`config.mk`:
```
export PLATFORM = sky130hd
export DESIGN_NAME = tinyqv_prefetch_buffer
export DESIGN_NICKNAME = d
export VERILOG_FILES = /design/src/rtl/tinyqv_prefetch_buffer.sv
export SDC_FILE = /design/constraint.sdc
export NUM_CORES = 1
export LEC_CHECK = 0
export ABC_CLOCK_PERIOD_IN_PS = 6700
export CAP_MARGIN = 10
export CORE_MARGIN = 8
export CORE_UTILIZATION = 35
export DETAILED_ROUTE_END_ITERATION = 10
export PLACE_DENSITY_LB_ADDON = 0.2
export SLEW_MARGIN = 5
export SYNTH_ARGS = -nofsm -noshare
export SYNTH_HDL_FRONTEND = slang
export SYNTH_SLANG_ARGS = --single-unit
```
`constraint.sdc`:
```
create_clock -name clk -period 6.7 [get_ports clk]
set_input_delay 1.005 -clock clk [delete_from_list [all_inputs] [get_ports clk]]
set_output_delay 1.005 -clock clk [all_outputs]
set_load 0.005 [all_outputs]
```
`src/rtl/tinyqv_prefetch_buffer.sv`:
```
// Instruction prefetch buffer: circular queue of DEPTH halfwords between the
// flash fetch controller and the TinyQV decoder, with in-window redirect hits.
module tinyqv_prefetch_buffer #(
    parameter int unsigned DEPTH  = 8,
    parameter int unsigned ADDR_W = 23,
    parameter int unsigned CNT_W  = $clog2(DEPTH) + 1
) (
    input  logic              clk,
    input  logic              rst,

    output logic [ADDR_W-1:0] instr_addr,
    output logic              instr_fetch_restart,
    output logic              instr_fetch_stall,
    input  logic              instr_fetch_started,
    input  logic              instr_fetch_stopped,
    input  logic [15:0]       instr_data_in,
    input  logic              instr_ready,

    output logic [ADDR_W-1:0] pc,
    output logic [31:0]       instr,
    output logic [CNT_W-1:0]  avail_len,
    input  logic              consume,
    input  logic [1:0]        consume_len,
    input  logic              redirect,
    input  logic [ADDR_W-1:0] redirect_addr,
    output logic              debug_redirect_hit
);

    localparam int unsigned PTR_W = $clog2(DEPTH);

    logic [15:0]       r_buf [DEPTH];
    logic [PTR_W-1:0]  r_head;
    logic [PTR_W-1:0]  r_wr;
    logic [CNT_W-1:0]  r_count;
    logic [ADDR_W-1:0] r_pc;
    logic              r_running;
    logic              r_dbg_hit;

    logic [ADDR_W-1:0] w_offset;
    logic              w_hit;
    logic              w_miss;
    logic              w_full;
    logic              w_write;
    logic              w_overrun;
    logic [CNT_W-1:0]  w_len;
    logic              w_cons_ok;
    logic [CNT_W-1:0]  w_count_next;
    logic              w_running_next;
    logic [PTR_W-1:0]  w_head_p1;

    // Redirect classification: target inside the buffered window is a hit
    assign w_offset  = redirect_addr - r_pc;
    assign w_hit     = redirect && (w_offset < ADDR_W'(r_count));
    assign w_miss    = redirect && !w_hit;

    assign w_full    = (r_count == CNT_W'(DEPTH));
    assign w_write   = instr_ready && r_running && !w_full && !w_miss;
    assign w_overrun = instr_ready && r_running && w_full;

    assign w_len     = CNT_W'(consume_len);
    assign w_cons_ok = consume && !redirect && (consume_len != 2'b00) && (w_len <= r_count);

    always_comb begin
        w_count_next = r_count;
        if (rst) begin
            w_count_next = '0;
        end else if (w_miss) begin
            w_count_next = '0;
        end else if (w_hit) begin
            w_count_next = r_count - CNT_W'(w_offset) + CNT_W'(w_write);
        end else begin
            w_count_next = r_count + CNT_W'(w_write) - (w_cons_ok ? w_len : CNT_W'(0));
        end
    end

    // Loss of stream (miss or overrun) dominates the controller handshake
    always_comb begin
        w_running_next = r_running;
        if (w_miss || w_overrun) begin
            w_running_next = 1'b0;
        end else if (instr_fetch_started) begin
            w_running_next = 1'b1;
        end else if (instr_fetch_stopped) begin
            w_running_next = 1'b0;
        end
    end

    always_ff @(posedge clk) begin
        if (rst) begin
            for (int i = 0; i < DEPTH; i++) begin
                r_buf[i] <= '0;
            end
            r_head    <= '0;
            r_wr      <= '0;
            r_count   <= '0;
            r_pc      <= '0;
            r_running <= 1'b0;
            r_dbg_hit <= 1'b0;
        end else begin
            if (w_write) begin
                r_buf[r_wr] <= instr_data_in;
            end
            if (w_miss) begin
                r_head <= '0;
                r_wr   <= '0;
            end else begin
                if (w_hit) begin
                    r_head <= r_head + PTR_W'(w_offset);
                end else if (w_cons_ok) begin
                    r_head <= r_head + PTR_W'(consume_len);
                end
                if (w_write) begin
                    r_wr <= r_wr + PTR_W'(1);
                end
            end
            if (redirect) begin
                r_pc <= redirect_addr;
            end else if (w_cons_ok) begin
                r_pc <= r_pc + ADDR_W'(consume_len);
            end
            r_count   <= w_count_next;
            r_running <= w_running_next;
            r_dbg_hit <= w_hit;
        end
    end

    assign w_head_p1 = r_head + PTR_W'(1);

    assign instr               = {r_buf[w_head_p1], r_buf[r_head]};
    assign avail_len           = r_count;
    assign pc                  = r_pc;
    assign instr_addr          = r_pc + ADDR_W'(r_count);
    assign instr_fetch_restart = rst || (!r_running && !w_miss);
    assign instr_fetch_stall   = (w_count_next == CNT_W'(DEPTH));
    assign debug_redirect_hit  = r_dbg_hit;

endmodule
```
# == After elaboration in Yosys (flattened, before gate mapping) ==
# Memory sizes are Yosys's and may differ from the RTL's. A register that Yosys moved wholly into a read port is not among the register bits.
# Index checks and enable logic that the tools add are counted.
# word_totals
regBits,35
memories,1
output_inout_bits,85
elab_cells,66
input_bits,48
mem_bits_rw,128
# classes
n_mux,20
eq_ne,2
n_addsub,11
magnitude_cmp,2
n_reduce_logical,24
# mem_list
name,depth,word_bits,read_ports,rd_ports_with_merged_regs,write_ports,line,source
r_buf,8,16,2,1,8,31,logic [15:0] r_buf [DEPTH];
# op_table
cell,count
$mux 23,2
$add 23x2->23,1
$add 23x4->23,1
$lt 23x4->1,1
$sub 23x23->23,1
$mux 16,1
$reduce_or 16->1,1
$mux 3,5
$mux 4,3
$logic_and 1x1->1,10
$add 4x1->4,2
$eq 4x4->1 const B,2
$mux 1,8
$reduce_bool 2->1,4
$add 3x1->3 const B,2
$logic_not 1->1,5
$le 2x4->1,1
$reduce_or 2->1,2
$sub 4x2->4,1
$sub 4x4->4,1
$add 3x2->3,1
$add 3x3->3,1
$logic_or 1x1->1,2
$mux 2,1

# == Logic depth before layout (Yosys ltp) ==
# Gate-level depths: netlist of run 1.
# depth
ltp_word,13
ltp_mapped,25
ltp_nobuf,24

# == Worst setup path after synthesis of run 1 ==
# OpenSTA, ideal clock, no wires.
# synth_timing
kind,input port to output port
from,input port redirect_addr[0]
to,output port instr_fetch_stall
slack_ps,386
path_stages,22
arrival_ps,5309
required_time_ps,5695
cell_sequence,inv_1 -> ha_1 -> inv_1 -> fa_1 -> a21o_1 -> a221oi_2 -> a221oi_2 -> nand3b_4 -> or3_4 -> a2111oi_4 -> a41oi_2 -> nor3_4 -> buf_2 -> inv_2 -> ha_1 -> inv_1 -> ha_1 -> fa_1 -> xor2_1 -> nor3_1 -> nor2_1 -> nor4_1
# synth_via
elab_chain_len,13
# synth_rtl
element,line,source
start: declaration,25,"input logic [ADDR_W-1:0] redirect_addr,"
$sub 23x23->23 (*),52,assign w_offset = redirect_addr - r_pc;
$lt 23x4->1,53,assign w_hit = redirect && (w_offset < ADDR_W'(r_count));
$logic_and 1x1->1,53,
$logic_not 1->1,54,assign w_miss = redirect && !w_hit;
$logic_and 1x1->1,54,
$logic_not 1->1,57,assign w_write = instr_ready && r_running && !w_full && !w_miss;
$logic_and 1x1->1,57,
$add 4x1->4,72,w_count_next = r_count + CNT_W'(w_write) - (w_cons_ok ? w_len : CNT_W'(0));
$sub 4x2->4,72,
$mux 4,69,end else if (w_hit) begin
$mux 4 (*),67,end else if (w_miss) begin
$mux 4 (*),65,if (rst) begin
$eq 4x4->1 (*),134,assign instr_fetch_stall = (w_count_next == CNT_W'(DEPTH));
end: declaration,13,"output logic instr_fetch_stall,"
# Mark *: on every way between the ends. The rest lies on a longest branch, timed or not.

# == Worst setup path after layout of run 1 ==
# Ends and elaborated chain as after synthesis.

==> summary.md, run 1 <==
| Metric | Value |
|---|---|
| First-pass GRT wire length | `55700 um` |
| Syn Inst Count | `1011` |
| Clk slew on worst S/H paths | `80 ps` |
| IO Count | `133` |
| Slew Viols, Final | `0` |
| Post-layout util | `approximately 47%` |
| Leak | `5.69 nW` |
| PwrDens | `186 nW/um^2` |
| Cts bufs inserted | `17` |
| Final worst setup slack | `131 ps` |
| Synth area leaders | `edfxtp_1 (34%), mux4_2 (13%), dfxtp_1 (6.8%)` |
| CTS Buffer Depth | `2` |
| Slew @ Worst Pin | `1080 ps` |
| Yosys top cell area share | `34.2%` |
| Wirelength per Cell | `about 21 um` |
| IO Port Bufs | `approximately 130` |
| Synthesized net count | `1114` |
| Non-Filler Instances | `around 1700` |
| Relative slew slack | `27.8%` |
| Clock Latency Late Sink | `between 400 and 500 ps` |
| Compound-Gate Fraction of Synth Area | `roughly 11%` |
| Most used DFF post-synth | `edfxtp_1` |
| Outcome | `completed` |
| Setup CP Type | `primary input to output pin` |
| Mux cell area share after synthesis | `16.6%` |
| Vias | `roughly 9200` |
| Worst EP arrival | `5560 ps` |
| Mapped cell area | `11200 um^2` |
| Max Fclk | `152 MHz` |
| Worst hold-check path type | `register to register` |
| Hold_ws | `about 520 ps` |
| #FFs+latches synth | `166` |
| Startpoint Class | `primary input` |
| DRT iter0 DRCs | `677` |
| Fin crit period | `6570 ps` |
| Layout area overhead | `32.9%` |
| Drt pass-1 iters | `5` |
| Async S/R FF share, synth | `0%` |
| Critical path capture point type | `output pin` |
| Total core area | `31600 um^2` |
| Tcrit/Tclk final | `98.0%` |
| Largest family of logic cells by synthesized area | `simple AND/OR/NAND/NOR gates` |
| Worst-path fanout max | `3` |
| Hold depth | `1` |
| Dpl hpwl | `24100 um` |
| Warnings from Yosys | `0` |
| Critical Path Max Stage Delay | `390 ps` |
| Final clock skew | `22.3 ps` |
| # setup viols final | `0` |
| NumNets Final | `1365` |
| CTS tree | `yes` |
| Horiz. Die Dim | `195 um` |
| H-tree depth | `4` |
| Drt total wl | `35900 um` |
| Synth cell types | `approximately 80` |
| EDFF count, synth | `128` |
| Total grt overflow | `0` |
| CP max stage cell | `a2111oi_4` |
| Synth Area in XOR/XNOR | `2.89%` |
| Adder-cell share of the synthesized area | `6.53%` |
| Placed cell count | `1617` |
| Layout cell share with drive strength beyond 1 | `28.5%` |
| RSZ-0062 raised after global routing | `true` |
| WP data required | `5690 ps` |
| Detail Route Antenna Nets | `0` |
| All-Layer GR Usage | `18.6%` |
| Pin count of the biggest net entering global routing | `54` |
| Max Cap Violations | `0` |
| Max IR drop VDD | `0.000165 V` |
| Die height | `195 um` |
| Pre-CTS setup slack | `-814 ps` |
| RePlAce Congestion | `0.843` |
| Placement Rows | `65` |
| Initial Utilization | `35.6%` |
| Hold buffers post-CTS | `0` |
| Worst R2R Path Depth | `35` |
| Vias in the first global route | `slightly below 10000` |
| Residual DRC count | `0` |
| Die area | `38100 um^2` |
| Final Hold Vio Count | `0` |
| Vias per inst | `5.49` |
| Post-Synth Simple-Gate Area | `17.6%` |
| Final Total Pwr | `2.78 mW` |
| Sequential element share of the synthesized area | `approximately two fifths` |
| Initial antenna violation count | `1` |
| CTS root buf | `clkbuf_16` |
| Clock sinks | `approximately 170` |
| Mean Syn Cell Area | `11.1 um^2` |
| Yosys top cell by area | `edfxtp_1` |
-- path summary, 6_finish.rpt --
check / from / to / slack, ps
worst max register to register: pc[1] / r_buf[5][3] / 560
worst min register to register: r_running / r_running / 520
worst max-delay path: redirect_addr[0] / instr_fetch_stall / 130
worst min-delay path: r_running / r_running / 520
-- flip-flops by register name, indices dropped and copies added (netlist names), named ones only --
register	flops
debug_redirect_hit	1
pc	23
r_wr	3
r_head	3
r_running	1
avail_len	4
r_buf	128
-- stage by stage --
stage               instance area, um^2  TNS, ps
floorplan                         11200        0
global placement                  13800     -784
detailed placement                13800     -814
CTS                               14700        0
global route                      14900    -87.5
finish                            14900        0
-- critical path, delay by kind of cell --
family / cells / cell delay, ps
fa+ha+maj: 6 / 1560
compound gates: 4 / 820
simple gates: 6 / 1180
buf+inv: 8 / 690
xor+xnor: 2 / 310
-- cells in the mapped netlist (9+ instances only) --
cell,number
edfxtp_1,128
and2_1,80
nor2_1,67
mux4_2,64
nand2_1,64
and3_1,52
inv_1,51
a21oi_1,49
ha_1,49
clkbuf_1,42
dfxtp_1,38
mux2_2,33
o21ai_0,32
xnor2_1,29
nand3_1,25
nor3_1,15
a31oi_1,10
buf_1,10
nand4_1,10
a21o_1,9
-- repair_timing --
action	4_1_cts	5_1_grt
gates cloned	1	1
buffers inserted	24	6
endpoints found under the setup margin	1	49
resized for setup	34	45
pin swaps	15	28
-- layout by cell type (no fill, tap or decap), types with 45 or more instances in the layout --
| cell type | instances |
|---|---|
| nor2_1 | 65 |
| buf_4 | 156 |
| and2_1 | 80 |
| a21oi_1 | 45 |
| clkdlybuf4s50_1 | 125 |
| nand2_1 | 64 |
| edfxtp_1 | 128 |
| inv_1 | 46 |
| mux4_2 | 64 |
| and3_1 | 52 |
-- routing by layer --
metal	global-route usage (%)	up-vias	wire, um
met3	3.47	43	2210
met4	5.98	0	698
met5	0	-	0
met1	24.4	4510	15900
li1	-	4313	-
met2	30.5	343	17100
-- cells by family (layout without fill, tap and decap cells) --
family	Yosys count	count (layout)
fa+ha+maj	55	55
mux	102	102
xor+xnor	37	37
compound gates	179	179
buf+inv	115	378
simple gates	357	357
flops	166	166
other cells	0	1
-- where the power goes --
group | leakage, nW | internal [mW] | total (mW) | switching, mW
Sequential | 1.63 | 1.14 | 1.17 | 0.0278
Clock | 0.269 | 0.484 | 0.941 | 0.457
Combinational | 3.79 | 0.344 | 0.665 | 0.321
Total | 5.69 | 1.97 | 2.78 | 0.805
-- final cells by class --
class                   count  area [um^2]
multi-input cells         730         6470
repair buffers            294         2590
flip-flops and latches    166         4610
clock inverters            14          121
fillers                  2894        16600
inverters                  53          201
diodes                      1         2.50
clock buffers              17          425
well taps                 402          503
Power figures use the tool's default switching activity.
==> inputs of run 2 (changes only) <==
- CORE_UTILIZATION: 35 -> 40
- SLEW_MARGIN: 5 -> unset
==> run 2 against run 1 <==
Non-clock buffer count is 33 lower; register-to-register slack better by 1200 ps; critical path depth is 3 lower; total power is 0.21% higher; wire length is 5.7% lower; first-iteration DRC count is 9.3% higher; highest routed layer is now met5; critical endpoint unchanged; via count is 1.3% lower; worst setup slack better by 110 ps.
==> summary.md, run 2 (same netlist as run 1, synthesis figures left out) <==
| Metric | Value |
|---|---|
| Slew Viols, Final | `0 (unchanged)` |
| Wirelength per Cell | `20.9 um (was 21.4 um)` |
| Detail Route Antenna Nets | `0 (unchanged)` |
| N_diodes | `0 (was 1)` |
| Most common cell after layout, fill and taps aside | `buf_4 (unchanged)` |
| Relative slew slack | `30.7% (was 27.8%)` |
| Horiz. Die Dim | `184 um (was 195 um)` |
| Critical Path Max Stage Delay | `390 ps (about the same)` |
| Setup CP Type | `primary input to output pin (unchanged)` |
| Fin crit period | `6460 ps (was 6570 ps)` |
| Final Total Pwr | `2.78 mW (about the same)` |
| Net Sw Frac | `29.4% (was 29.0%)` |
| Residual DRC count | `0 (unchanged)` |
| Initial Utilization | `40.5% (was 35.6%)` |
| CTS root buf | `clkbuf_16 (unchanged)` |
| PwrDens | `192 nW/um^2 (was 186 nW/um^2)` |
| Pin count of the biggest net entering global routing | `54 (unchanged)` |
| IO Count | `133 (unchanged)` |
| H-tree depth | `4 (unchanged)` |
| First-pass GRT wire length | `52800 um (was 55700 um)` |
| TNS Setup | `0 ps (unchanged)` |
| Largest Register | `r_buf (unchanged)` |
| Outcome | `completed (unchanged)` |
| CP max stage cell | `or3_4 (was a2111oi_4)` |
| IO Port Bufs | `132 (unchanged)` |
| Commonest cells after routing, fill and taps aside | `buf_4 (129), edfxtp_1 (128), clkdlybuf4s50_1 (127), and2_1 (80), nor2_1 (66) (was buf_4 (156), edfxtp_1 (128), clkdlybuf4s50_1 (125), and2_1 (80), nor2_1 (65))` |
| Critical path, cell by cell | `clkdlybuf4s15_2 -> inv_2 -> ha_4 -> inv_2 -> fa_2 -> a21o_1 -> a221oi_2 -> buf_4 -> a221oi_2 -> nand3b_4 -> or3_4 -> a2111oi_4 -> a41oi_2 -> nor3_4 -> inv_2 -> ha_1 -> inv_2 -> ha_4 -> fa_2 -> xnor2_2 -> a21oi_1 -> nor4_2 -> buf_2` |
| Reg-to-reg endpoint | `r_head[2] (was r_buf[5][3])` |
| Worst-path fanout max | `4 (was 3)` |
| Critical path capture point type | `output pin (unchanged)` |
| Cts bufs inserted | `17 (unchanged)` |
| Bufs and invs on worst path | `7 (was 8)` |
| Layout area overhead | `29.3% (was 32.9%)` |
| Switching pwr | `819 uW (was 805 uW)` |
| Dpl hpwl | `23900 um (was 24100 um)` |
| Slew @ Worst Pin | `1040 ps (was 1080 ps)` |
| Worst EP arrival | `5450 ps (was 5560 ps)` |
| Fill cells | `2468 (was 2894)` |
| Worst R2R Setup Slack | `1730 ps (was 560 ps)` |
| CTS tree | `yes (unchanged)` |
| Drt pass-1 iters | `6 (was 5)` |
| Startpoint Class | `primary input (unchanged)` |
| Die height | `184 um (was 195 um)` |
| Setup crit start | `redirect_addr[0] (unchanged)` |
| Crit path depth | `23 (was 26)` |
| Max Fclk | `155 MHz (was 152 MHz)` |
| Worst R2R Path Depth | `21 (was 35)` |
| Placement Rows | `61 (was 65)` |
| Die area | `33700 um^2 (was 38100 um^2)` |
| Tcrit/Tclk final | `96.4% (was 98.0%)` |
| Int Pwr | `1.96 mW (was 1.97 mW)` |
| Vias per inst | `5.61 (was 5.49)` |
| Worst hold-check path type | `register to register (unchanged)` |
| Clock Power Share | `35.4% (was 33.9%)` |
| Non-Filler Instances | `1620 (was 1677)` |
| Max reg flops | `128 (unchanged)` |
| Vias | `9092 (was 9209)` |
| Max Cap Violations | `0 (unchanged)` |
| Hold depth | `1 (unchanged)` |
| # setup viols final | `0 (unchanged)` |
| CTS Buffer Depth | `2 (unchanged)` |
| Layout cell share with drive strength beyond 1 | `25.7% (was 28.5%)` |
| Hold buffers post-CTS | `0 (unchanged)` |
| Max IR drop VDD | `0.000137 V (was 0.000165 V)` |
| All-Layer GR Usage | `20.1% (was 18.6%)` |
| Clock Latency Late Sink | `440 ps (about the same)` |
| RR Startpoint | `pc[0] (was pc[1])` |
| Placed cell count | `1585 (was 1617)` |
| DRT iter0 DRCs | `740 (was 677)` |
| WP data required | `5690 ps (about the same)` |
| Final clock skew | `20.4 ps (was 22.3 ps)` |
| CP Capture Point | `instr_fetch_stall (unchanged)` |
| Combinational share of power | `22.5% (was 24.0%)` |
| Leak | `5.52 nW (was 5.69 nW)` |
| Initial antenna violation count | `1 (unchanged)` |
| Post-layout util | `52.4% (was 47.3%)` |
| Vias in the first global route | `9391 (was 9676)` |
| Final Hold Vio Count | `0 (unchanged)` |
| Drt total wl | `33900 um (was 35900 um)` |
| CP delay by family, top | `adder cells (unchanged)` |
| RePlAce Congestion | `0.878 (was 0.843)` |
| Total core area | `27700 um^2 (was 31600 um^2)` |
| NumNets Final | `1332 (was 1365)` |
| Crit-path most repeated cell | `inv_2` |
| Sequential share of power | `42.1% (was 42.2%)` |
| Total grt overflow | `0 (unchanged)` |
| Clk slew on worst S/H paths | `70 ps (was 80 ps)` |
| Clock sinks | `166 (unchanged)` |
==> run 2: changes by cell type in the layout (fill, tap and decap cells not counted), sizes merged <==
cell	before	now
clkdlybuf4s50	125	127
buf	163	130
inv	58	60
clkdlybuf4s15	0	1
dlygate4sd2	2	0
clkbuf	19	18
clkinvlp	1	0
diode	1	0
==> run 2: layout make-up <==
cell class | instances | area (um^2) | share of cell area (%)
clock inverter | 15 | 154 | 1.06
sequential | 166 | 4610 | 31.7
timing repair buffer | 261 | 2290 | 15.7
inverter | 53 | 199 | 1.37
multi-input combinational | 730 | 6380 | 43.9
clock buffer | 17 | 425 | 2.93
tap | 378 | 473 | 3.26
==> run 2: metal layers <==
layer / wire length, um / vias up / GRT usage [%] / share of wire (%)
met5: 13 / - / 0 / 0.038
met4: 349 / 2 / 5.47 / 1.0
met3: 2360 / 33 / 4.21 / 7.0
met2: 15700 / 322 / 32.6 / 46
met1: 15400 / 4478 / 26.9 / 46
li1: - / 4257 / - / -
==> run 2: stage by stage <==
step           setup WS (ps)  hold slack [ps]  area (um^2)
4_1_cts                 16.3              512        14400
3_3_place_gp            -686              486        13700
2_1_floorplan            386              464        11200
6_report                 243              512        14500
3_5_place_dp            -717              502        13700
5_1_grt                -18.8              569        14500
==> run 2: what timing repair did <==
action,in CTS,in global routing
gates cloned,0,0
pin swaps,15,19
endpoints found under the setup margin,1,1
setup buffers,2,2
resized for setup,25,19
==> run 2: how the worst min path moves through the flow <==
stage | from | to | slack (ps)
after CTS | r_running | r_running | 510
after floorplan | r_running | r_running | 460
after global placement | r_running | r_running | 490
final | r_running | r_running | 510
after global routing | r_running | r_running | 570
after detailed placement | r_running | r_running | 500
==> run 2: power by group through the flow <==
stage	combinational (mW)	clock [mW]	sequential, mW
floorplan	0.312	0	1.19
global placement	0.595	0	1.19
detailed placement	0.598	0	1.19
CTS	0.613	0.995	1.17
global route	0.682	1.03	1.18
finish	0.625	0.984	1.17
